**src/rtl/alu_rr_sched_pkg.sv**
```systemverilog
// ---------------------------------------------------------------------------
// alu_rr_sched_pkg
// Shared types and constants for the round-robin ALU scheduler.
//   ALU_IN_W / ALU_OUT_W : ALU operand and result widths
//   a_op_e / b_op_e      : ALU opcode encodings (forwarded, never decoded here)
//   alu_cmd_t            : one latched ALU command
//   sched_state_e        : scheduler FSM states
//   idx_w()              : index width helper that never returns 0
// ---------------------------------------------------------------------------
package alu_rr_sched_pkg;

  localparam int ALU_IN_W  = 5;
  localparam int ALU_OUT_W = 6;

  typedef enum logic [2:0] {
    ADD_A  = 3'd0,
    SUB_A  = 3'd1,
    AND_A  = 3'd2,
    OR_A   = 3'd3,
    XOR_A  = 3'd4,
    PASS_A = 3'd5,
    NOT_A  = 3'd6,
    NEG_A  = 3'd7
  } a_op_e;

  typedef enum logic [1:0] {
    ADDTWO_B_2 = 2'd0,
    SUBONE_B_2 = 2'd1,
    PASS_B_2   = 2'd2,
    NEG_B_2    = 2'd3
  } b_op_e;

  typedef struct packed {
    logic [ALU_IN_W-1:0] A;
    logic [ALU_IN_W-1:0] B;
    logic                a_en;
    logic                b_en;
    logic [2:0]          a_op;
    logic [1:0]          b_op;
  } alu_cmd_t;

  typedef enum logic [1:0] {
    IDLE  = 2'd0,
    ISSUE = 2'd1,
    WAIT  = 2'd2,
    RESP  = 2'd3
  } sched_state_e;

  // Width of an index/counter able to hold 0..n-1; at least one bit so that
  // single-value ranges still give a legal vector.
  function automatic int idx_w(input int n);
    return (n > 1) ? $clog2(n) : 1;
  endfunction

endpackage

```
**src/rtl/alu_rr_sched_if.sv**
```systemverilog
// ---------------------------------------------------------------------------
// alu_rr_sched_if
// Bundles the requester command/response channels and the ALU port of the
// scheduler.
//   req_*  : per-requester command channel (valid/ready)
//   rsp_*  : per-requester response channel (valid/ready), shared rsp_C
//   alu_*  : operand/opcode/enable outputs to the ALU, alu_C result back
// Modports:
//   slave  : scheduler side
//   master : requester agents + ALU side
//
// Handshake rule for both channels: a transfer happens on a rising clk edge
// where valid and ready are both high for the same requester bit. Once the
// scheduler raises rsp_valid it keeps it and rsp_C stable until that
// transfer; ready never depends on anything but the scheduler's own state
// and the current valid bits.
// ---------------------------------------------------------------------------
interface alu_rr_sched_if
  import alu_rr_sched_pkg::*;
#(
  parameter int NUM_REQ = 2
);

  logic [NUM_REQ-1:0]          req_valid;
  logic [NUM_REQ-1:0]          req_ready;
  logic [ALU_IN_W*NUM_REQ-1:0] req_A;
  logic [ALU_IN_W*NUM_REQ-1:0] req_B;
  logic [NUM_REQ-1:0]          req_a_en;
  logic [NUM_REQ-1:0]          req_b_en;
  logic [3*NUM_REQ-1:0]        req_a_op;
  logic [2*NUM_REQ-1:0]        req_b_op;

  logic [NUM_REQ-1:0]          rsp_valid;
  logic [NUM_REQ-1:0]          rsp_ready;
  logic [ALU_OUT_W-1:0]        rsp_C;

  logic [ALU_IN_W-1:0]         alu_A;
  logic [ALU_IN_W-1:0]         alu_B;
  logic                        alu_a_en;
  logic                        alu_b_en;
  logic [2:0]                  alu_a_op;
  logic [1:0]                  alu_b_op;
  logic [ALU_OUT_W-1:0]        alu_C;

  modport slave (
    input  req_valid, req_A, req_B, req_a_en, req_b_en, req_a_op, req_b_op,
    input  rsp_ready, alu_C,
    output req_ready, rsp_valid, rsp_C,
    output alu_A, alu_B, alu_a_en, alu_b_en, alu_a_op, alu_b_op
  );

  modport master (
    output req_valid, req_A, req_B, req_a_en, req_b_en, req_a_op, req_b_op,
    output rsp_ready, alu_C,
    input  req_ready, rsp_valid, rsp_C,
    input  alu_A, alu_B, alu_a_en, alu_b_en, alu_a_op, alu_b_op
  );

endinterface

```
**src/rtl/alu_rr_sched_rr_arbiter.sv**
```systemverilog
// ---------------------------------------------------------------------------
// alu_rr_sched_rr_arbiter
// Combinational round-robin pick: the first set req_i bit found searching
// upward from ptr_i, wrapping modulo NUM_REQ.
//   req_i       : request vector
//   ptr_i       : highest-priority index for this pick
//   grant_o     : one-hot grant (all zero when nothing requests)
//   grant_idx_o : index of the granted bit (0 when nothing requests)
//   grant_any_o : some request was granted
// ---------------------------------------------------------------------------
module alu_rr_sched_rr_arbiter
  import alu_rr_sched_pkg::*;
#(
  parameter int NUM_REQ = 2,
  parameter int IDX_W   = idx_w(NUM_REQ)
) (
  input  logic [NUM_REQ-1:0] req_i,
  input  logic [IDX_W-1:0]   ptr_i,
  output logic [NUM_REQ-1:0] grant_o,
  output logic [IDX_W-1:0]   grant_idx_o,
  output logic               grant_any_o
);

  int               cand;
  logic [IDX_W-1:0] cand_idx;
  logic             found;

  always_comb begin
    grant_o     = '0;
    grant_idx_o = '0;
    found       = 1'b0;
    cand        = 0;
    cand_idx    = '0;
    for (int k = 0; k < NUM_REQ; k++) begin
      // Wrap with a subtract rather than %, valid since ptr_i < NUM_REQ.
      cand = int'(ptr_i) + k;
      if (cand >= NUM_REQ) cand = cand - NUM_REQ;
      cand_idx = IDX_W'(cand);
      if (!found && req_i[cand_idx]) begin
        found              = 1'b1;
        grant_o[cand_idx]  = 1'b1;
        grant_idx_o        = cand_idx;
      end
    end
  end

  assign grant_any_o = found;

endmodule

```
**src/rtl/alu_rr_sched.sv**
```systemverilog
// ---------------------------------------------------------------------------
// alu_rr_sched
// Shares one registered ALU between NUM_REQ requesters. A command is accepted
// in IDLE, driven onto the ALU for exactly one ISSUE cycle, the result is
// captured ALU_LAT cycles after that issue edge, and then offered back to
// the owning requester until it is accepted.
//   clk, rst : clock, asynchronous active-high reset
//   bus      : alu_rr_sched_if.slave (requester channels + ALU port)
//   busy     : high whenever the FSM is not in IDLE
//   state_o  : current FSM state, for observation
// ---------------------------------------------------------------------------
module alu_rr_sched
  import alu_rr_sched_pkg::*;
#(
  parameter int NUM_REQ = 2,
  parameter int ALU_LAT = 1
) (
  input  logic          clk,
  input  logic          rst,
  alu_rr_sched_if.slave bus,
  output logic          busy,
  output sched_state_e  state_o
);

  localparam int               IDX_W    = idx_w(NUM_REQ);
  localparam int               LAT_W    = idx_w(ALU_LAT);
  localparam logic [IDX_W-1:0] LAST_IDX = IDX_W'(NUM_REQ - 1);
  localparam logic [LAT_W-1:0] LAT_LOAD = LAT_W'(ALU_LAT - 1);

  sched_state_e         state_q, state_d;
  logic [IDX_W-1:0]     rr_ptr_q, rr_ptr_d;
  logic [IDX_W-1:0]     owner_q, owner_d;
  alu_cmd_t             cmd_q, cmd_d;
  logic [LAT_W-1:0]     lat_cnt_q, lat_cnt_d;
  logic [ALU_OUT_W-1:0] rsp_c_q, rsp_c_d;

  logic [NUM_REQ-1:0]   grant;
  logic [IDX_W-1:0]     grant_idx;
  logic                 grant_any;
  alu_cmd_t             req_cmd [NUM_REQ];

  alu_rr_sched_rr_arbiter #(
    .NUM_REQ (NUM_REQ),
    .IDX_W   (IDX_W)
  ) u_arb (
    .req_i       (bus.req_valid),
    .ptr_i       (rr_ptr_q),
    .grant_o     (grant),
    .grant_idx_o (grant_idx),
    .grant_any_o (grant_any)
  );

  // Unpack the flat per-requester buses into one command per requester.
  always_comb begin
    for (int i = 0; i < NUM_REQ; i++) begin
      req_cmd[i].A    = bus.req_A[i*ALU_IN_W +: ALU_IN_W];
      req_cmd[i].B    = bus.req_B[i*ALU_IN_W +: ALU_IN_W];
      req_cmd[i].a_en = bus.req_a_en[i];
      req_cmd[i].b_en = bus.req_b_en[i];
      req_cmd[i].a_op = bus.req_a_op[i*3 +: 3];
      req_cmd[i].b_op = bus.req_b_op[i*2 +: 2];
    end
  end

  always_ff @(posedge clk or posedge rst) begin
    if (rst) begin
      state_q   <= IDLE;
      rr_ptr_q  <= '0;
      owner_q   <= '0;
      cmd_q     <= '0;
      lat_cnt_q <= '0;
      rsp_c_q   <= '0;
    end else begin
      state_q   <= state_d;
      rr_ptr_q  <= rr_ptr_d;
      owner_q   <= owner_d;
      cmd_q     <= cmd_d;
      lat_cnt_q <= lat_cnt_d;
      rsp_c_q   <= rsp_c_d;
    end
  end

  always_comb begin
    state_d   = state_q;
    rr_ptr_d  = rr_ptr_q;
    owner_d   = owner_q;
    cmd_d     = cmd_q;
    lat_cnt_d = lat_cnt_q;
    rsp_c_d   = rsp_c_q;
    case (state_q)
      IDLE: begin
        if (grant_any) begin
          cmd_d    = req_cmd[grant_idx];
          owner_d  = grant_idx;
          rr_ptr_d = (grant_idx == LAST_IDX) ? '0 : grant_idx + 1'b1;
          state_d  = ISSUE;
        end
      end
      ISSUE: begin
        lat_cnt_d = LAT_LOAD;
        state_d   = WAIT;
      end
      WAIT: begin
        // lat_cnt reaches 0 in cycle issue+ALU_LAT, when alu_C is valid.
        if (lat_cnt_q == '0) begin
          rsp_c_d = bus.alu_C;
          state_d = RESP;
        end else begin
          lat_cnt_d = lat_cnt_q - 1'b1;
        end
      end
      RESP: begin
        if (bus.rsp_ready[owner_q]) state_d = IDLE;
      end
      default: state_d = IDLE;
    endcase
  end

  // Outputs decode from registered state only (plus the arbiter grant in
  // IDLE), so they drop with the asynchronous reset. The ALU port is zeroed
  // outside ISSUE so the ALU never sees a stale enable.
  always_comb begin
    bus.req_ready = '0;
    bus.rsp_valid = '0;
    bus.alu_A     = '0;
    bus.alu_B     = '0;
    bus.alu_a_en  = 1'b0;
    bus.alu_b_en  = 1'b0;
    bus.alu_a_op  = '0;
    bus.alu_b_op  = '0;
    if (state_q == IDLE && !rst) bus.req_ready = grant;
    if (state_q == RESP) bus.rsp_valid[owner_q] = 1'b1;
    if (state_q == ISSUE) begin
      bus.alu_A    = cmd_q.A;
      bus.alu_B    = cmd_q.B;
      bus.alu_a_en = cmd_q.a_en;
      bus.alu_b_en = cmd_q.b_en;
      bus.alu_a_op = cmd_q.a_op;
      bus.alu_b_op = cmd_q.b_op;
    end
  end

  assign bus.rsp_C = rsp_c_q;
  assign busy      = (state_q != IDLE);
  assign state_o   = state_q;

endmodule

```
**src/flat_wrapper.sv**
```systemverilog
// flat-port wrapper written by rule: the top's interface ports become plain ports
module alu_rr_sched_flat import alu_rr_sched_pkg::*;
#(
  parameter int NUM_REQ = 2,
  parameter int ALU_LAT = 1
)
  (clk, rst, busy, state_o, bus_req_valid, bus_req_A, bus_req_B, bus_req_a_en, bus_req_b_en, bus_req_a_op, bus_req_b_op, bus_rsp_ready, bus_alu_C, bus_req_ready, bus_rsp_valid, bus_rsp_C, bus_alu_A, bus_alu_B, bus_alu_a_en, bus_alu_b_en, bus_alu_a_op, bus_alu_b_op);
  alu_rr_sched_if #(.NUM_REQ(NUM_REQ)) bus_i ();
  input  logic clk;
  input  logic rst;
  output logic busy;
  output sched_state_e state_o;
  input wire logic [$bits(bus_i.req_valid)-1:0] bus_req_valid;
  input wire logic [$bits(bus_i.req_A)-1:0] bus_req_A;
  input wire logic [$bits(bus_i.req_B)-1:0] bus_req_B;
  input wire logic [$bits(bus_i.req_a_en)-1:0] bus_req_a_en;
  input wire logic [$bits(bus_i.req_b_en)-1:0] bus_req_b_en;
  input wire logic [$bits(bus_i.req_a_op)-1:0] bus_req_a_op;
  input wire logic [$bits(bus_i.req_b_op)-1:0] bus_req_b_op;
  input wire logic [$bits(bus_i.rsp_ready)-1:0] bus_rsp_ready;
  input wire logic [$bits(bus_i.alu_C)-1:0] bus_alu_C;
  output wire logic [$bits(bus_i.req_ready)-1:0] bus_req_ready;
  output wire logic [$bits(bus_i.rsp_valid)-1:0] bus_rsp_valid;
  output wire logic [$bits(bus_i.rsp_C)-1:0] bus_rsp_C;
  output wire logic [$bits(bus_i.alu_A)-1:0] bus_alu_A;
  output wire logic [$bits(bus_i.alu_B)-1:0] bus_alu_B;
  output wire logic [$bits(bus_i.alu_a_en)-1:0] bus_alu_a_en;
  output wire logic [$bits(bus_i.alu_b_en)-1:0] bus_alu_b_en;
  output wire logic [$bits(bus_i.alu_a_op)-1:0] bus_alu_a_op;
  output wire logic [$bits(bus_i.alu_b_op)-1:0] bus_alu_b_op;
  assign bus_i.req_valid = bus_req_valid;
  assign bus_i.req_A = bus_req_A;
  assign bus_i.req_B = bus_req_B;
  assign bus_i.req_a_en = bus_req_a_en;
  assign bus_i.req_b_en = bus_req_b_en;
  assign bus_i.req_a_op = bus_req_a_op;
  assign bus_i.req_b_op = bus_req_b_op;
  assign bus_i.rsp_ready = bus_rsp_ready;
  assign bus_i.alu_C = bus_alu_C;
  assign bus_req_ready = bus_i.req_ready;
  assign bus_rsp_valid = bus_i.rsp_valid;
  assign bus_rsp_C = bus_i.rsp_C;
  assign bus_alu_A = bus_i.alu_A;
  assign bus_alu_B = bus_i.alu_B;
  assign bus_alu_a_en = bus_i.alu_a_en;
  assign bus_alu_b_en = bus_i.alu_b_en;
  assign bus_alu_a_op = bus_i.alu_a_op;
  assign bus_alu_b_op = bus_i.alu_b_op;
  alu_rr_sched #(.NUM_REQ(NUM_REQ), .ALU_LAT(ALU_LAT)) u_core (.clk(clk), .rst(rst), .bus(bus_i), .busy(busy), .state_o(state_o));
endmodule
```
**config.mk**
```make
export PLATFORM = sky130hd
export DESIGN_NAME = alu_rr_sched_flat
export DESIGN_NICKNAME = d
export VERILOG_FILES = /design/src/rtl/alu_rr_sched_pkg.sv /design/src/rtl/alu_rr_sched_if.sv /design/src/rtl/alu_rr_sched_rr_arbiter.sv /design/src/rtl/alu_rr_sched.sv /design/src/flat_wrapper.sv
export SDC_FILE = /design/constraint.sdc
export NUM_CORES = 1
export LEC_CHECK = 0
export BUFFER_PORTS_ARGS = -buffer_cell sky130_fd_sc_hd__buf_2
export CAP_MARGIN = 15
export CORE_AREA = 2 2 64 66
export DETAILED_ROUTE_END_ITERATION = 7
export DIE_AREA = 0 0 66 68
export GPL_ROUTABILITY_DRIVEN = 0
export PLACE_DENSITY = 0.73
export SYNTH_ARGS = -nofsm -noshare
export SYNTH_HDL_FRONTEND = slang
export SYNTH_SLANG_ARGS = --single-unit
```
**constraint.sdc**
```tcl
create_clock -name clk -period 1.5 [get_ports clk]
set_input_delay 0.3 -clock clk [delete_from_list [all_inputs] [get_ports clk]]
set_output_delay 0.3 -clock clk [all_outputs]
set_load 0.05 [all_outputs]
```
## After elaboration in Yosys (flattened, before gate mapping)

Cells that the tools add are included.

| cells by class | value |
|---|---|
| bitwise logic cells | 3 |
| $lt $le $gt $ge | 9 |
| reductions and logical operators | 13 |
| muxes and demuxes | 38 |
| eq/ne operators | 6 |
| $add $sub $neg | 5 |

Operator list:

| kind | count |
|---|---|
| 17-bit 2-to-1 mux | 3 |
| 1-bit 2-to-1 mux | 19 |
| 2-bit 2-to-1 mux | 8 |
| 5-bit 2-to-1 mux | 2 |
| 2-bit one-hot mux with 4 select lines | 1 |
| 1-bit by 2-bit less-than comparator with 1-bit output (second input constant) | 3 |
| 1-bit logical AND | 5 |
| 2-bit equality test (second input constant) | 2 |
| 2-bit >= comparator (second input constant) | 2 |
| 2-bit by 1-bit != test with 1-bit output (second input constant) | 2 |
| 2-bit AND reduction | 2 |
| 2-bit nonzero test | 2 |
| 1-bit demux with 1-bit select | 3 |
| 1-bit >= comparator (second input constant) | 3 |
| 3-bit 2-to-1 mux | 1 |
| 3-bit AND reduction | 1 |
| 1-bit subtractor (second input constant) | 3 |
| 1-bit by 1-bit adder with 2-bit output (second input constant) | 1 |
| 2-bit by 1-bit equality test with 1-bit output (second input constant) | 1 |
| 1-bit by 2-bit >= comparator with 1-bit output (second input constant) | 1 |
| 1-bit logical NOT | 2 |
| 2-bit logical NOT | 1 |
| 2-bit != test (second input constant) | 1 |
| 1-bit NOT with 2-bit output | 1 |
| other kinds (4) | 4 |

| storage, ports and cells | value |
|---|---|
| register bits | 28 |
| output and inout bits | 30 |
| word-level logic and storage cells | 85 |

## Longest topological paths before layout

Gate-level depths: netlist (run 1).

| depth | value |
|---|---|
| depth after elaboration | 12 |
| depth in mapped cells | 8 |
| mapped depth without buffers | 5 |

## Cells and area by module

Synthesis (run 1) repeated with hierarchy kept, for this count alone.

| second synthesis, totals | value |
|---|---|
| cells, all modules | 138 |
| area, all modules | 1428.9 um2 |

Modules (own cells, without submodules):

| module | cells an instance | area each (um2) | instances |
|---|---|---|---|
| alu_rr_sched | 133 | 1396.3 | 1 |
| alu_rr_sched_rr_arbiter | 5 | 32.5 | 1 |

## Least setup slack after synthesis (run 1)

OpenSTA, ideal clock, no wires.

| path | value |
|---|---|
| path type | register to output |
| start point | register u_core.state_q[0], in the netlist u_core.state_o[0] |
| end point | output port bus_req_ready[1] |
| stages on the path, launching flop included | 6 |
| path slack | -1.648 ns |
| arrival | 2.848 ns |
| path buffers | 1 |
| path through | dfrtp_1 -> inv_1 -> ha_1 -> buf_2 -> inv_1 -> nor4_1 |

| on the way | value |
|---|---|
| longest elaborated chain between the ends | 3 |

RTL lines:

| item | RTL line | text |
|---|---|---|
| from (decl) | alu_rr_sched.sv:30 | `sched_state_e state_q, state_d;` |
| from (signal assigned) | alu_rr_sched.sv:74 | `state_q <= state_d;` |
| 2-bit logical NOT | alu_rr_sched.sv:131 | `if (state_q == IDLE && !rst) bus.req_ready = grant;` |
| 1-bit logical AND | alu_rr_sched.sv:131 |  |
| 2-bit 2-to-1 mux | alu_rr_sched.sv:131 |  |
| to (decl) | flat_wrapper.sv:22 | `output wire logic [$bits(bus_i.req_ready)-1:0] bus_req_ready;` |

Every way passes these cells.

## Worst setup path after layout (run 1)

Same ends and word-level chain as after synthesis.

==> results_dict.tcl, run 1 <==
set metrics [dict create \
    end_kind "output port" \
    cts_root_buf "clkbuf_8" \
    preCtsSetupSlack_ns -0.0338 \
    netlist_area_sq_um 1470 \
    track_usage_pct 18.3 \
    first_pass_iters 4 \
    finalCriticalPeriod_ns 1.71 \
    fin_skew_ns 0.00542 \
    diodes 0 \
    worstSetupPathType "reg2out" \
    syn_nets 208 \
    violations "setup timing" \
    die-width_microns 66 \
    drv_cap 0 \
    setup_viol 22 \
    synth_warnings 0 \
    grt-busiest-layer "met2" \
    layout_setup_ws_ns -0.208 \
    grt_pass1_wl_microns 6280 \
    antenna_found_initial 0 \
    rrSetupSlack_ns 0.03 \
    drive_above_1_share_pct 58.4 \
    worstRegToRegCells 6 \
    clock.fmax_ghz 0.585 \
    grtUsageMet1_pct 22.9 \
    path_max_fanout 3 \
    clk_latency_ns 0.27 \
    path_cells "inv_2 > ha_4 > clkinvlp_4 > nor4_4 > buf_6" \
    comb_power_share_pct 70.7 \
    vias 1486 \
    grt_max_degree 35 \
    grt_use_met2_pct 33.7 \
    drv_slew 0 \
    power_density_nw_per_um2 2470 \
    gr-usage-met3_pct 2.47 \
    fin_cells 295 \
    ant_nets 0 \
    cts_num_sinks 27 \
    critPathMaxStageDelay_ns 0.44 \
    slew_headroom_pct 83.6 \
    slowest_stage "dfrtp_2" \
    fin_util_pct 63.2 \
    p_sw_mw 2.81 \
    post-dp-hpwl_microns 2760 \
    cts_buffers 3 \
    io-pin-count 76 \
    fin_crit_sh_pct 114 \
    startpoint_type "flop" \
    vdd_ir_drop_max_mv 1.59 \
    num_rows 23 \
    finalHoldViolCount 0 \
    fillCellCount 321 \
    avgSynthCellArea_sq_um 9.31 \
    drt_iter0_drc 80 \
    required_ns 1.20 \
    cts_buffer_depth 2 \
    drc 0 \
    sw_frac_of_total_pct 46.8 \
    internal_power_mw 3.20 \
    dpl.cell_count 284 \
    clk_pin_slew_worst_paths_ns 0.10 \
    grt_setup_unrepaired "true" \
    coreArea_sq_um 3860 \
    dieArea_sq_um 4490 \
    gr-total-overflow 0 \
    hold_slack_ns 0.101 \
    die_h_microns 68 \
    status "complete, but fails checks" \
    power_leakage_nw 1.12 \
    viasPerCell 5.04 \
    setup-tns-final_ns -4.12 \
    power_frac_seq_pct 22.4 \
    syn_inst 158 \
    ys_ff_latch 27 \
    grt_pass1_vias 1386 \
    r2r-end "u_core.bus.rsp_C[1]" \
    final_nets 296 \
    htreeDepth 1 \
    initial_utilization_pct 38.2 \
    r2r-start "u_core.state_o[0]" \
    tightest_slew_ns 0.238 \
    port-buffer-count 75 \
    cts_tree "built" \
    finalWirelength_microns 4130 \
    clockPowerShare_pct 6.9 \
    cp_data_arrival_time_ns 1.41 \
    seq_area_frac_synth_pct 45.9 \
    hold_class "in2async" \
    synth_cell_types 27 \
    routedWlPerCell_microns 14.0 \
    area_delta_synth_final_pct 65.7 \
]
==> layout make-up <==
type / instances / area, sq um / area share, %
clock buffers: 3 / 41.3 / 1.69
multi-input cells: 113 / 832 / 34.1
inverters: 5 / 22.5 / 0.924
well taps: 50 / 62.6 / 2.57
clock inverters: 1 / 7.51 / 0.308
repair buffers: 96 / 793 / 32.5
flip-flops and latches: 27 / 679 / 27.9
==> synthesized netlist by cell type <==
cell type  number  area, sq um
a211oi_1        1         7.51
a21oi_1         1         5.00
a22oi_1         1         7.51
a2bb2oi_1       1         8.76
a31oi_1        18          113
a32o_1          1         10.0
and2_1         18          113
and2b_4         1         10.0
buf_2           5         25.0
buf_4           3         22.5
buf_6           3         33.8
clkbuf_1        2         7.51
dfrtp_1        27          676
ha_1            4         50.1
inv_1           4         15.0
inv_2           1         3.75
mux2_2          7         78.8
mux2i_1         1         10.0
nand2_1         2         7.51
nand2b_1        1         6.26
nand3_1        17         85.1
nor2_1         19         71.3
nor2b_1         1         6.26
nor4_1          1         6.26
o21a_1          1         7.51
o21ai_0        15         75.1
o21ai_1         2         10.0
==> worst max path at each step <==
stage,start,end,depth (start not counted)
final,u_core.state_o[0],bus_req_ready[1],5
after global routing,u_core.state_o[0],bus_req_ready[1],5
after floorplan,u_core.state_o[1],bus_req_ready[1],5
after CTS,u_core.state_o[1],bus_alu_A[2],5
after global placement,u_core.state_o[0],bus_req_ready[1],5
after detailed placement,u_core.state_o[0],bus_req_ready[1],5
==> critical path: cells and delay by family, from the launching register on <==
kind	cells	cell delay, ns
DFF	1	0.44
buffers and inverters	3	0.37
adders and majority gates	1	0.16
and+or+nand+nor	1	0.15
==> metrics by stage <==
stage / power, mW / area (sq um)
2_1_floorplan: 3.97 / 1580
3_3_place_gp: 4.58 / 2030
3_5_place_dp: 4.62 / 2030
4_1_cts: 5.70 / 2330
5_1_grt: 6.36 / 2440
6_report: 6.02 / 2440
==> power by group through the flow <==
stage	Sequential (mW)	Combinational (mW)	Clock [mW]
after floorplan	1.71	2.26	0
after global placement	1.32	3.25	0
after detailed placement	1.35	3.28	0
after CTS	1.34	3.93	0.430
after global routing	1.40	4.50	0.466
final	1.35	4.25	0.416
==> placed cells by master (no fill, tap or decap), types with 2 or more instances in the layout <==
cell,instances
nor2_1,19
a31oi_1,18
and2_2,8
clkbuf_8,3
clkinvlp_4,2
o21ai_1,2
buf_6,10
dfrtp_2,3
ha_4,3
mux2_2,2
o21ai_0,15
dfrtp_1,24
buf_8,16
mux2_4,5
clkbuf_16,2
inv_2,3
nand3_1,17
and2_4,10
buf_2,53
buf_4,14
==> flip-flops by register name, summed over array words and instances (netlist names) <==
register	flops
u_core.bus.rsp_C	6
u_core.rr_ptr_q	1
u_core.cmd_q	17
u_core.state_o	2
u_core.owner_q	1
==> cell families after synthesis <==
logic type / count (synthesis) / synth area share [%]
buffers and inverters: 18 / 7.31
and+or+nand+nor: 60 / 20.7
DFF: 27 / 45.9
AOI/OAI and AO/OA: 41 / 16.6
adders and majority gates: 4 / 3.40
muxes: 8 / 6.04
==> per-layer routing <==
metal | up-vias | routed length [microns]
li1 | 727 | -
met1 | 711 | 1750
met2 | 46 | 2170
met3 | 2 | 191
met4 | 0 | 10
met5 | - | 0
==> repair_timing <==
item,4_1_cts,5_1_grt
gates resized for setup,66,13
gates cloned,0,2
buffers inserted,4,3
hold buffers,0,0
setup endpoints to repair,23,42
pin swaps,2,0
Power figures use the tool's default switching activity.
==> run 2: changes to the inputs <==
Settings changed: CAP_MARGIN 15 to 25, CORE_AREA 2 2 64 66 to 2 2 59 61, DIE_AREA 0 0 66 68 to 0 0 61 63, PLACE_DENSITY 0.73 to 0.81.
Clock period 1.5 ns to 2.05 ns, I/O delays scaled along.
==> run 2 against run 1 <==
  * The flow now finishes without violations
  * Combinational power decreased by 46%
  * Sequential power shrank 29%
  * Highest routed layer unchanged
  * Critical endpoint unchanged
  * Count of clock-buffer cells in the layout is the same
  * Largest cell class unchanged
==> results_dict.tcl, run 2 (synthesis gave the netlist of run 1 again) <==
set metrics [dict create \
    slowest_stage "dfrtp_2" \
    required_ns 1.64 \
    drv_cap 0 \
    p_sw_mw 1.86 \
    drv_slew 0 \
    fin_crit_sh_pct 98.5 \
    grt_max_degree 35 \
    setup_viol 0 \
    fillCellCount 324 \
    post-dp-hpwl_microns 2690 \
    sw_frac_of_total_pct 53.3 \
    drt_iter0_drc 86 \
    worstSetupPathType "reg2out" \
    power_leakage_nw 0.948 \
    hold_class "in2async" \
    gr-usage-met3_pct 2.90 \
    cts_tree "built" \
    htreeDepth 1 \
    clockPowerShare_pct 6.8 \
    multi_input_area_sq_um 733 \
    hold_buffers 0 \
    die-width_microns 61 \
    comb_power_share_pct 65.5 \
    startpoint_type "flop" \
    largest_reg_flops 17 \
    power_frac_seq_pct 27.7 \
    finalHoldViolCount 0 \
    regArea_sq_um 678 \
    diodes 0 \
    vdd_ir_drop_max_mv 1.17 \
    die_h_microns 63 \
    viasPerCell 5.06 \
    clock.fmax_ghz 0.495 \
    final_common_cell "buf_2" \
    slew_headroom_pct 54.7 \
    final_nets 285 \
    drc 0 \
    path_max_fanout 8 \
    critPathMaxStageDelay_ns 0.47 \
    grt_setup_unrepaired "true" \
    io-pin-count 76 \
    clk_latency_ns 0.32 \
    grtUsageMet1_pct 26.1 \
    preCtsSetupSlack_ns 0.223 \
    dieArea_sq_um 3840 \
    layout_setup_ws_ns 0.0308 \
    status "finished, final reports clean" \
    num_rows 21 \
    port-buffer-count 75 \
    fin_cells 280 \
    fin_skew_ns 0.00328 \
    ant_nets 0 \
    cp_data_arrival_time_ns 1.61 \
    antenna_found_initial 0 \
    vias 1418 \
    regMostFlops "u_core.cmd_q" \
    cts_buffers 3 \
    finalCriticalPeriod_ns 2.02 \
    track_usage_pct 19.6 \
    area_delta_synth_final_pct 34.8 \
    grt_pass1_wl_microns 5830 \
    cts_num_sinks 27 \
    first_pass_iters 4 \
    grt_use_met2_pct 32.0 \
    clk_pin_slew_worst_paths_ns 0.15 \
    hold_slack_ns 0.162 \
    grt_pass1_vias 1385 \
    initial_utilization_pct 45.5 \
    gr-total-overflow 0 \
    layout_common_cells "buf_2, dfrtp_1, nor2_1, a31oi_1, and2_1" \
    tightest_slew_ns 0.680 \
    dpl.cell_count 270 \
    cts_root_buf "clkbuf_4" \
    routedWlPerCell_microns 13.1 \
    drive_above_1_share_pct 45.7 \
    end_kind "output port" \
    coreArea_sq_um 3230 \
    internal_power_mw 1.62 \
    cts_buffer_depth 2 \
    power_density_nw_per_um2 1750 \
    grt-busiest-layer "met2" \
    path_cells "inv_4 > ha_4 > clkinvlp_4 > nor4_4 > buf_6" \
    finalWirelength_microns 3670 \
]
run 2: changes by cell type in the layout (fill, tap and decap cells not counted), moves of 3 or more:
cell | previous run | this run
buf_2 | 53 | 73
and2_1 | 0 | 18
mux2_4 | 5 | 0
and2_2 | 8 | 0
mux2_2 | 2 | 7
buf_8 | 16 | 0
clkbuf_4 | 0 | 3
buf_6 | 10 | 1
buf_4 | 14 | 11
clkbuf_8 | 3 | 0
and2_4 | 10 | 0
run 2: what timing repair did:
item	CTS	global route
buffers inserted	0	6
hold endpoints to repair	0	0
setup endpoints to repair	18	2
gates resized for setup	4	3
pin swaps	0	1
run 2: stage by stage:
step | TNS (ns) | area (sq um) | power, mW | util (%)
finish | 0 | 1980 | 3.48 | 61.4
global route | -0.0576 | 1980 | 3.71 | 61.4
CTS | -0.0208 | 1930 | 3.41 | 59.8
detailed placement | 0 | 1880 | 3.14 | 58.3
global placement | 0 | 1880 | 3.10 | 58.3
floorplan | -0.174 | 1520 | 2.75 | -
run 2: final cells by class:
class                   count  area share [%]
multi-input cells         113            37.0
clock buffers               3            1.14
inverters                   5            1.26
flip-flops and latches     27            34.2
well taps                  46            2.90
repair buffers             85            23.2
clock inverters             1           0.379
run 2: worst paths after layout:
check / start / to / slack, ns / cells past startpoint
worst max-delay path: u_core.state_o[1] / bus_req_ready[1] / 0.03 / 5
worst min-delay path: rst / u_core.owner_q / 0.16 / 3
worst max register to register: u_core.state_o[0] / u_core.state_o[1] / 0.54 / 4
worst min register to register: u_core.bus.rsp_C[4] / u_core.bus.rsp_C[4] / 0.53 / 1
max in group asynchronous: rst / u_core.state_o[1] / 1.62 / 3
min in group clk: bus_alu_C[5] / u_core.bus.rsp_C[5] / 0.30 / 2
run 2: power by group through the flow:
stage | Clock (mW) | Sequential (mW) | Combinational [mW]
2_1_floorplan | 0 | 1.23 | 1.51
6_report | 0.237 | 0.963 | 2.28
4_1_cts | 0.247 | 0.975 | 2.19
3_3_place_gp | 0 | 0.971 | 2.13
3_5_place_dp | 0 | 0.984 | 2.16
5_1_grt | 0.263 | 1.00 | 2.45
run 2: routing by layer:
layer | share of wire [%] | routed length, microns
met2 | 46 | 1690
met4 | 1.1 | 42
met5 | 0 | 0
met1 | 47 | 1730
met3 | 5.5 | 202
run 2: critical path, delay by kind of cell (launching register included):
kind,cells,cell delay [ns]
simple gates,1,0.24
fa+ha+maj,1,0.18
buf+inv,3,0.40
flops,1,0.47
==> run 3: changes to the inputs <==
Settings changed: SETUP_SLACK_MARGIN set to 0.2.
==> run 3 against run 2 <==
  * Wire length up 6.3%
  * Combinational power up 8.8%
  * Critical path depth down 1
  * Sequential power down 1%
  * Via count up 3.6%
  * Sequential share of layout area down 1.4 points
  * Hold slack worse by 0.020 ns
==> results_dict.tcl, run 3 (synthesis gave the netlist of run 1 again) <==
set metrics [dict create \
    clk_pin_slew_worst_paths_ns 0.14 \
    final_common_cell "buf_2" \
    finalCriticalPeriod_ns 1.92 \
    dieArea_sq_um 3840 \
    drv_slew 0 \
    slowest_stage "dfrtp_2" \
    area_delta_synth_final_pct 40.6 \
    routedWlPerCell_microns 13.9 \
    die-width_microns 61 \
    vdd_ir_drop_max_mv 1.22 \
    regMostFlops "u_core.cmd_q" \
    preCtsSetupSlack_ns 0.216 \
    finalWirelength_microns 3900 \
    ant_nets 0 \
    layout_common_cells "buf_2, buf_4, dfrtp_1, nor2_1, a31oi_1" \
    cp_data_arrival_time_ns 1.51 \
    layout_setup_ws_ns 0.129 \
    path_cells "buf_4 > ha_4 > and2_2 > buf_4" \
    startpoint_type "flop" \
    clock.fmax_ghz 0.520 \
    grt_max_degree 35 \
    cts_root_buf "clkbuf_4" \
    cts_buffer_depth 2 \
    diodes 0 \
    antenna_found_initial 0 \
    num_rows 21 \
    status "finished, final reports clean" \
    path_max_fanout 17 \
    grt_pass1_vias 1374 \
    io-pin-count 76 \
    critPathMaxStageDelay_ns 0.44 \
    first_pass_iters 4 \
    tightest_slew_ns 0.682 \
    fin_crit_sh_pct 93.7 \
    worstSetupPathType "reg2out" \
    coreArea_sq_um 3230 \
    cts_buffers 3 \
    htreeDepth 1 \
    end_kind "output port" \
    drv_cap 0 \
    drive_above_1_share_pct 50.4 \
    cts_tree "built" \
    grt_pass1_wl_microns 6050 \
    cts_num_sinks 27 \
    clk_latency_ns 0.32 \
    vias 1469 \
    post-dp-hpwl_microns 2830 \
    hold_buffers 0 \
    drt_iter0_drc 85 \
    die_h_microns 63 \
    cpMostUsedCell "buf_4" \
    power_leakage_nw 0.969 \
    port-buffer-count 75 \
    largest_reg_flops 17 \
    power_density_nw_per_um2 1770 \
    setup_viol 0 \
    total_power_mw 3.66 \
    initial_utilization_pct 45.5 \
    grt_setup_unrepaired "true" \
    finalHoldViolCount 0 \
    gr-total-overflow 0 \
    hold_slack_ns 0.142 \
    viasPerCell 5.25 \
    track_usage_pct 20.6 \
    fin_skew_ns 0.00463 \
    final_nets 285 \
    slew_headroom_pct 54.5 \
    drc 0 \
    hold_class "in2async" \
    required_ns 1.64 \
    final_area_sq_um 2070 \
    postPlaceCellArea_sq_um 1910 \
]
==> run 3: changes by cell type in the layout (fill, tap and decap cells not counted), sizes merged <==
cell      previous run  this run
clkinvlp             2         1
clkbuf               3         4
==> run 3: worst paths after layout <==
check	depth (start not counted)	end	start	slack, ns
max reg2reg	7	u_core.cmd_q[16]	u_core.state_o[1]	0.48
min	3	u_core.cmd_q[11]	rst	0.14
min in group clk	2	u_core.bus.rsp_C[2]	bus_alu_C[2]	0.31
min reg2reg	1	u_core.bus.rsp_C[4]	u_core.bus.rsp_C[4]	0.52
max	4	bus_alu_A[0]	u_core.state_o[0]	0.13
max in group asynchronous	3	u_core.state_o[0]	rst	1.69
==> run 3: routing by layer <==
metal | vias to the layer above | track usage [%] | wire [microns]
met5 | - | 0 | 0
met2 | 71 | 33.7 | 1890
met3 | 4 | 4.55 | 297
met1 | 690 | 26.9 | 1680
met4 | 0 | 5.71 | 36
li1 | 704 | - | -
==> run 3: what timing repair did <==
item,4_1_cts,5_1_grt
endpoints found under the setup margin,19,21
gates resized for setup,27,5
setup buffers,5,1
pin swaps,3,0
==> run 3: power by group <==
| group | total [mW] | leakage (nW) | switching, mW | internal, mW |
|---|---|---|---|---|
| clock network | 0.228 | 0.0150 | 0.152 | 0.0761 |
| registers | 0.953 | 0.303 | 0.143 | 0.809 |
| logic | 2.48 | 0.651 | 1.60 | 0.872 |
| total | 3.66 | 0.969 | 1.90 | 1.76 |
==> run 3: stage by stage <==
step / std cells / utilization, % / TNS [ns]
floorplan: 158 / - / -0.174
finish: 280 / 64.0 / 0
CTS: 279 / 63.5 / 0
global route: 280 / 64.0 / 0
global placement: 270 / 59.0 / 0
detailed placement: 270 / 59.0 / 0
==> run 3: layout make-up <==
type	count	area, sq um
Fill cell	308	1160
Timing Repair Buffer	85	518
Tap cell	46	57.6
Inverter	5	25.0
Sequential cell	27	678
Clock buffer	4	26.3
Multi-Input combinational cell	113	763
==> run 3: critical path: cells and delay by family (launching register included) <==
family,cells,cell delay (ns)
flops,1,0.44
buf+inv,2,0.34
fa+ha+maj,1,0.20
simple gates,1,0.20
